==> config.mk <==
export PLATFORM = sky130hd
export DESIGN_NAME = pe_mac_param
export DESIGN_NICKNAME = d
export VERILOG_FILES = /design/src/rtl/pe_pkg.sv /design/src/rtl/pe_mac_unit.sv /design/src/rtl/pe_mac_param.sv
export SDC_FILE = /design/constraint.sdc
export NUM_CORES = 1
export LEC_CHECK = 0
export CAP_MARGIN = 25
export CORE_ASPECT_RATIO = 0.5
export CORE_MARGIN = 1.5
export CORE_UTILIZATION = 52
export DETAILED_ROUTE_END_ITERATION = 12
export PLACE_DENSITY = 0.78
export REMOVE_ABC_BUFFERS = 1
export SYNTH_ARGS = -nofsm -noshare
export SYNTH_HDL_FRONTEND = slang
export SYNTH_SLANG_ARGS = --single-unit
==> constraint.sdc <==
create_clock -name clk -period 5.21 [get_ports clk]
set_input_delay 0.521 -clock clk [delete_from_list [all_inputs] [get_ports clk]]
set_output_delay 0.521 -clock clk [all_outputs]
set_load 0.005 [all_outputs]
==> src/rtl/pe_pkg.sv <==
// Shared types and helpers for the parametrised MAC processing element.
package pe_pkg;

  typedef enum logic {IDLE, ACC} state_t;

  // Largest representable accumulator value as a 64-bit pattern (aw <= 63).
  function automatic logic [63:0] sat_max(input int unsigned aw, input bit sgn);
    return sgn ? ((64'd1 << (aw - 1)) - 64'd1) : ((64'd1 << aw) - 64'd1);
  endfunction

  // Smallest representable accumulator value as a 64-bit two's-complement pattern.
  function automatic logic [63:0] sat_min(input int unsigned aw, input bit sgn);
    return sgn ? ~((64'd1 << (aw - 1)) - 64'd1) : 64'd0;
  endfunction

  // Sign- or zero-extend the low pw bits of prod to 64 bits.
  function automatic logic [63:0] ext_prod(input logic [63:0] prod, input int unsigned pw,
                                           input bit sgn);
    logic [63:0] hi;
    hi = ~64'd0 << pw;
    if (sgn && prod[pw-1]) return prod | hi;
    return prod & ~hi;
  endfunction

endpackage

==> src/rtl/pe_mac_unit.sv <==
// Combinational extend-multiply-add-clamp datapath for one MAC step.
module pe_mac_unit
  import pe_pkg::*;
#(
  parameter int unsigned DW     = 8,
  parameter int unsigned AW     = 32,
  parameter bit          SIGNED = 1'b0,
  parameter bit          SAT    = 1'b1
) (
  input  logic [AW-1:0] acc,
  input  logic [DW-1:0] w,
  input  logic [DW-1:0] a,
  input  logic          clear,
  output logic [AW-1:0] next_acc,
  output logic          clamped
);

  localparam logic [AW-1:0] MaxV = AW'(sat_max(AW, SIGNED));
  localparam logic [AW-1:0] MinV = AW'(sat_min(AW, SIGNED));

  logic [2*DW-1:0] w_ext;
  logic [2*DW-1:0] a_ext;
  logic [2*DW-1:0] prod;
  logic [AW:0]     p_ext;
  logic [AW:0]     acc_ext;
  logic [AW:0]     sum;

  // Low 2*DW bits of the product of extended operands equal the true product.
  assign w_ext   = {{DW{SIGNED & w[DW-1]}}, w};
  assign a_ext   = {{DW{SIGNED & a[DW-1]}}, a};
  assign prod    = w_ext * a_ext;
  assign p_ext   = (AW + 1)'(ext_prod(64'(prod), 2 * DW, SIGNED));
  // One extra bit of headroom makes overflow visible before clamping.
  assign acc_ext = clear ? '0 : {SIGNED & acc[AW-1], acc};
  assign sum     = acc_ext + p_ext;

  // Clamp or wrap the AW+1-bit sum back into the accumulator range.
  always_comb begin
    next_acc = sum[AW-1:0];
    clamped  = 1'b0;
    if (SAT) begin
      if (SIGNED) begin
        if (sum[AW] != sum[AW-1]) begin
          clamped  = 1'b1;
          next_acc = sum[AW] ? MinV : MaxV;
        end
      end else if (sum[AW]) begin
        // Products are non-negative, so unsigned overflow is always upward.
        clamped  = 1'b1;
        next_acc = MaxV;
      end
    end
  end

endmodule

==> src/rtl/pe_mac_param.sv <==
// Output-stationary systolic PE: operand pass-through, burst accumulator and
// a one-entry result buffer drained over a valid/ready port.
module pe_mac_param
  import pe_pkg::*;
#(
  parameter int unsigned DW     = 8,
  parameter int unsigned AW     = 32,
  parameter bit          SIGNED = 1'b0,
  parameter bit          SAT    = 1'b1
) (
  input  logic          clk,
  input  logic          rstn,
  input  logic          fire,
  input  logic [DW-1:0] w,
  input  logic [DW-1:0] a,
  output logic          out_f,
  output logic [DW-1:0] out_a,
  output logic [DW-1:0] out_w,
  output logic [AW-1:0] out,
  output logic          out_vld,
  input  logic          out_rdy,
  output logic          sat,
  output logic          drop
);

  state_t        state;
  logic [AW-1:0] acc;
  logic          sat_acc;
  logic [AW-1:0] next_acc;
  logic          clamped;
  logic          take;

  assign take = out_vld & out_rdy;

  pe_mac_unit #(
    .DW     (DW),
    .AW     (AW),
    .SIGNED (SIGNED),
    .SAT    (SAT)
  ) u_mac (
    .acc      (acc),
    .w        (w),
    .a        (a),
    .clear    (state == IDLE),
    .next_acc (next_acc),
    .clamped  (clamped)
  );

  // Forward operands to the neighbouring PE regardless of state or backpressure.
  always_ff @(posedge clk or negedge rstn) begin
    if (!rstn) begin
      out_f <= 1'b0;
      out_a <= '0;
      out_w <= '0;
    end else begin
      out_f <= fire;
      out_a <= a;
      out_w <= w;
    end
  end

  // Accumulator FSM with result commit, drop pulse and drain handshake.
  always_ff @(posedge clk or negedge rstn) begin
    if (!rstn) begin
      state   <= IDLE;
      acc     <= '0;
      sat_acc <= 1'b0;
      out     <= '0;
      out_vld <= 1'b0;
      sat     <= 1'b0;
      drop    <= 1'b0;
    end else begin
      drop <= 1'b0;
      if (take) out_vld <= 1'b0;
      unique case (state)
        IDLE: begin
          if (fire) begin
            state   <= ACC;
            acc     <= next_acc;
            sat_acc <= clamped;
          end
        end
        ACC: begin
          if (fire) begin
            acc     <= next_acc;
            sat_acc <= sat_acc | clamped;
          end else begin
            state <= IDLE;
            // A buffer being drained this cycle counts as free.
            if (!out_vld || out_rdy) begin
              out     <= acc;
              sat     <= sat_acc;
              out_vld <= 1'b1;
            end else begin
              drop <= 1'b1;
            end
          end
        end
        default: state <= IDLE;
      endcase
    end
  end

endmodule

Word level (Yosys, flattened, before mapping)
Index checks and enable logic that the tools add are counted.
{ "op_classes": {"n_addsub": 1, "mul": 1, "div": 0, "magnitude_cmp": 0, "n_eq_ne": 2, "shifts": 0, "mux": 15, "bitwise": 4, "n_reduce_logical": 4} }
{ "op_table": {"columns": ["cell", "count"], "rows": [
  ["2-to-1 mux 32 bit", 3],
  ["adder 32 x 16 -> 33 bit", 1],
  ["multiplier 8 x 8 -> 16 bit", 1],
  ["2-to-1 mux 1 bit", 11],
  ["!= test 2 bit, second input constant", 2],
  ["AND reduction 3 bit", 1],
  ["NOT 1 bit", 2],
  ["one-hot mux 1 bit (2 select lines)", 1],
  ["AND reduction 2 bit", 1],
  ["bitwise AND 1 bit", 1],
  ["logical NOT 1 bit", 1],
  ["logical OR 1 bit", 1],
  ["OR 1 bit", 1]
]} }
{ "word_totals": {"register_bits": 86, "latchBits": 0, "mem_bits_rw": 0, "mem_bits_ro": 0, "in_bits": 20, "output_inout_bits": 52, "elab_cells": 37, "mem_count": 0} }

Longest topological paths before layout
{ "depth": {"word_depth": 6, "ltp_mapped": 20, "ltp_nobuf": 17} }

By module
Synthesis repeated with hierarchy kept, for this count alone.
{ "hier_totals": {"cells_unflattened": 651, "hier_area_um2": 6795.3} }
{ "modules_own_cells": {"columns": ["mod", "instances", "cells_each", "area_each_um2", "seq_area_each_um2"], "rows": [
  ["pe_mac_unit", 1, 485, 3673.5, 0.0],
  ["pe_mac_param", 1, 166, 3121.7, 2127.0]
]} }

Worst setup path after synthesis
Ideal clock, no wire load.
{ "synth_path": {"path_type": "reg-to-reg", "from": "reg, netlist name out_f", "to": "reg acc[20]", "arrival_ns": 4.923, "slack_ns": 0.161, "stages_incl_launch_ff": 17, "path_buffers": 3, "cell_sequence": "dfrtp_1 -> buf_4 -> clkbuf_1 -> buf_1 -> nand2_1 -> fa_1 -> inv_1 -> fa_1 -> fa_1 -> fa_1 -> ha_1 -> o21ai_0 -> nor4_4 -> a221oi_2 -> a2111oi_4 -> nand2b_1 -> a221o_1"} }
{ "synth_rtl": {"columns": ["item", "line_no", "text"], "rows": [
  ["end signal: assignment", "pe_mac_param.sv:79", "acc <= next_acc;"],
  ["end signal: assignment", "pe_mac_param.sv:85", "acc <= next_acc;"],
  ["end: declaration", "pe_mac_param.sv:27", "logic [AW-1:0] acc;"]
]} }

Worst setup path in the final report
{ "layout_path": {"from": "in w[0]", "to": "reg acc[20]"} }
{ "layout_via": {"elab_chain_len": 4} }
{ "layout_rtl": {"columns": ["item", "line_no", "text"], "rows": [
  ["start: declaration", "pe_mac_param.sv:14", "input logic [DW-1:0] w,"],
  ["multiplier 8 x 8 -> 16 bit", "pe_mac_unit.sv:31", "assign prod = w_ext * a_ext;"],
  ["adder 32 x 16 -> 33 bit", "pe_mac_unit.sv:35", "assign sum = acc_ext + p_ext;"],
  ["2-to-1 mux 32 bit", "pe_mac_unit.sv:47", "end else if (sum[AW]) begin"],
  ["2-to-1 mux 32 bit", "pe_mac_param.sv:77, pe_mac_param.sv:84", null]
]} }
No other way between the ends. The select of a mux whose other input is x is not followed.
A chain may end at the register's enable or synchronous reset.

==> run_results.csv <==
group,metric,value,unit
outcome,status,"finished, final reports clean",
layout,insertedDiodeCount,0,
global_route,antenna_found_initial,0,
worst_setup_path,number_of_cells_on_the_worst_reg_to_reg_path,18,
layout,mostFrequentLayoutCells,"sky130_fd_sc_hd__inv_1, sky130_fd_sc_hd__dfrtp_1, sky130_fd_sc_hd__buf_4",
route,ant_nets,0,
route,drt_pass1_iterations,4,
worst_setup_path,timing.rr.start,"out_f",
run,maxCapViolCount,0,
logic_synthesis,asyncSetResetFlopFracSynth,100,%
worst_setup_path,critPathLaunchType,"primary input",
floorplan,core-area,11800,sq um
layout,layout.nets,872,
logic_synthesis,synth_enable_flop_cells,0,
route,via_count,4874,
worst_hold_path,path_class_of_the_lowest_slack_min_delay_path,"primary input to async pin",
power,ir_drop,0.303,mV
layout,instances_no_fill,931,
sta,final.min_clock_period,5.04,ns
clocking,cts-root-buf,"sky130_fd_sc_hd__clkbuf_16",
sta,final_critical_path_setup_slack,0.167,ns
worst_setup_path,worst-path-max-fanout,3,
global_route,grt_overflow_total,0,
logic_synthesis,syn_area,6250,sq um
layout,area.growth.synth_to_final,28.2,%
floorplan,fp.dieH,80.5,um
layout,final_layout_size_suffix_gt1_share,17.4,%
layout,multiInputGateArea,3770,sq um
sta,rsz0062_at_grt,"false",
logic_synthesis,synth_ff_type,"sky130_fd_sc_hd__dfrtp_1",
logic_synthesis,synth.avg_cell_area,9.92,sq um
placed_design,dp_hpwl,11.5,mm
logic_synthesis,synthDistinctLibCells,55,
clocking,ctsHoldBuffers,0,
logic_synthesis,ys_seq_elements,85,
floorplan,design.die.area,12700,sq um
floorplan,top_level_ports,72,
global_route,vias_in_the_first_global_route,5020,
placed_design,post_dp_cell_area,7600,sq um
route,drc_errors,0,
sta,maxClockFrequency,198,MHz
layout,final_common_cell,"sky130_fd_sc_hd__inv_1",
placed_design,post-place-cells,912,
sta,holdWs,0.0446,ns
sta,timing_max_transition_violations_final,0,
sta,max_slew_margin_vs_limit,43.8,%
floorplan,start_util,53.1,%
layout,n_fill_cell,884,
clocking,clock_tree_from_tritoncts,"done",
power,pwr_density_cell,510,nW/um^2
sta,hold_viol,0,
sta,timing.final.crit_share,96.8,%
route,finalWirelength,15.1,mm
sta,slew_at_the_pin_closest_to_its_max_slew_limit,0.844,ns
worst_setup_path,worstPathRequired,5.44,ns
global_route,wire_length_of_the_first_global_routing_pass,25.0,mm
clocking,clock_insertion_delay_worst_skew,0.35,ns
layout,regArea,2130,sq um
route,wirelength_per_cell,16.2,um
clocking,clock_tree.buffer_depth,2,
logic_synthesis,proportion_of_synthesized_chip_area_in_sequential_cells,34.0,%
route,detail_route.iter0.violations,247,
logic_synthesis,synthesis.yosys.warnings,0,
placed_design,placement.io_buffers,71,
worst_setup_path,cp-end-kind,"flop",
floorplan,rows,28,
layout,final_design_area_no_fill,8010,sq um
floorplan,die_width,158,um
clocking,cts-htree-levels,3,
sta,setup_tns,0,ns
sta,setup_viol,0,
route,routed_vias_inst,5.24,
worst_setup_path,r2r_end,"acc[20]",
power,cellLeakagePower,3.93,nW
worst_setup_path,timing.reg2reg.setup_slack,0.39,ns
global_route,grt_start_max_net_pins,69,
worst_setup_path,worstPathArrival,5.27,ns
placed_design,place.gp.congestion,0.892,
placed_design,dp_slack,-0.456,ns
worst_setup_path,crit_type,"primary input to flop",
global_route,track_usage,25.6,%
logic_synthesis,syn-instance-count,630,
clocking,clk_pin_slew,0.06,ns
clocking,clock-sinks,85,
sta,clock_skew,0.0112,ns
clocking,cts_made_buffers,9,
==> state kept, by name, indices dropped and copies added (netlist names) <==
name and flops:
out 32, acc 32, out_f 1, drop 1, sat 1, out_a 8
out_vld 1, out_w 8, sat_acc 1
==> cell usage after synthesis, types with 6 or more instances <==
library cell,count,area share (%)
sky130_fd_sc_hd__inv_1,87,5.2
sky130_fd_sc_hd__dfrtp_1,85,34
sky130_fd_sc_hd__nand2_1,66,4.0
sky130_fd_sc_hd__and2_1,57,5.7
sky130_fd_sc_hd__fa_1,50,16
sky130_fd_sc_hd__ha_1,41,8.2
sky130_fd_sc_hd__nor2_1,40,2.4
sky130_fd_sc_hd__a21oi_1,31,2.5
sky130_fd_sc_hd__mux2_2,31,5.6
sky130_fd_sc_hd__a31oi_1,16,1.6
sky130_fd_sc_hd__o21ai_0,15,1.2
sky130_fd_sc_hd__clkbuf_1,13,0.78
sky130_fd_sc_hd__and3_1,9,0.90
sky130_fd_sc_hd__nand4_1,8,0.80
sky130_fd_sc_hd__a21o_1,7,0.84
sky130_fd_sc_hd__o211ai_1,6,0.72
sky130_fd_sc_hd__xor2_1,6,0.84
==> critical path, stage by stage <==
cell and delay (ns):
sky130_fd_sc_hd__clkdlybuf4s50_1 0.53, sky130_fd_sc_hd__nand2_1 0.10, sky130_fd_sc_hd__fa_1 0.53, sky130_fd_sc_hd__fa_1 0.55, sky130_fd_sc_hd__inv_1 0.06, sky130_fd_sc_hd__fa_1 0.50, sky130_fd_sc_hd__fa_1 0.53, sky130_fd_sc_hd__ha_1 0.36
sky130_fd_sc_hd__o21ai_1 0.33, sky130_fd_sc_hd__nor4_4 0.10, sky130_fd_sc_hd__a221oi_4 0.32, sky130_fd_sc_hd__a2111oi_4 0.13, sky130_fd_sc_hd__buf_4 0.18, sky130_fd_sc_hd__nand2b_1 0.16, sky130_fd_sc_hd__a221o_1 0.37
==> metrics by stage <==
step / power [W] / utilization [%]
after floorplan: 0.00233 / -
after global placement: 0.00335 / 64.6
after global routing: 0.00444 / 68.1
final: 0.00408 / 68.1
after detailed placement: 0.00340 / 64.6
after CTS: 0.00407 / 67.2
==> cells by family (layout without fill, tap and decap cells) <==
kind of cell             Yosys count  after routing  share of synthesized area (%)
XOR/XNOR                          11             11                           1.54
AND/OR/NAND/NOR                  206            206                           16.9
buffers and inverters            107            243                           6.57
multiplexers                      33             33                           5.90
adder cells (fa/ha/maj)           91             91                           24.2
flip-flops                        85             85                           34.0
AO/OA/AOI/OAI                     97             97                           10.8
==> power by group <==
part / internal, W / switching, W
clock network: 0.000344 / 0.000279
logic: 0.00130 / 0.00125
registers: 0.000811 / 0.0000981
==> worst max path at each step <==
stage	start	endpoint	slack (ns)	cells after the start
after floorplan	out_f	acc[20]	0.34	13
after global placement	w[5]	acc[25]	-0.37	16
after detailed placement	a[6]	acc[25]	-0.46	16
after CTS	a[6]	acc[29]	0.03	16
after global routing	w[0]	acc[20]	0.02	15
final	w[0]	acc[20]	0.17	15
==> metal layers <==
metal	part of all wire, %	vias to the layer above	global-route usage (%)
met3	4.9	11	4.86
met4	0.87	0	4.77
met5	0	-	0
met1	47	2396	34.7
li1	-	2351	-
met2	47	116	43.4
==> layout make-up <==
class                           instances  share of cell area (%)
Multi-Input combinational cell        438                    47.1
Sequential cell                        85                    26.6
Timing Repair Buffer                  139                    16.0
Inverter                               88                    4.12
Clock buffer                           10                    2.98
Tap cell                              165                    2.58
Clock inverter                          6                   0.687
==> timing repair <==
action,4_1_cts,5_1_grt
resized for setup,3,22
endpoints found under the setup margin,17,33
buffers inserted,0,3
pin swaps,0,8
No activity file was read; power rests on OpenSTA's default activity.
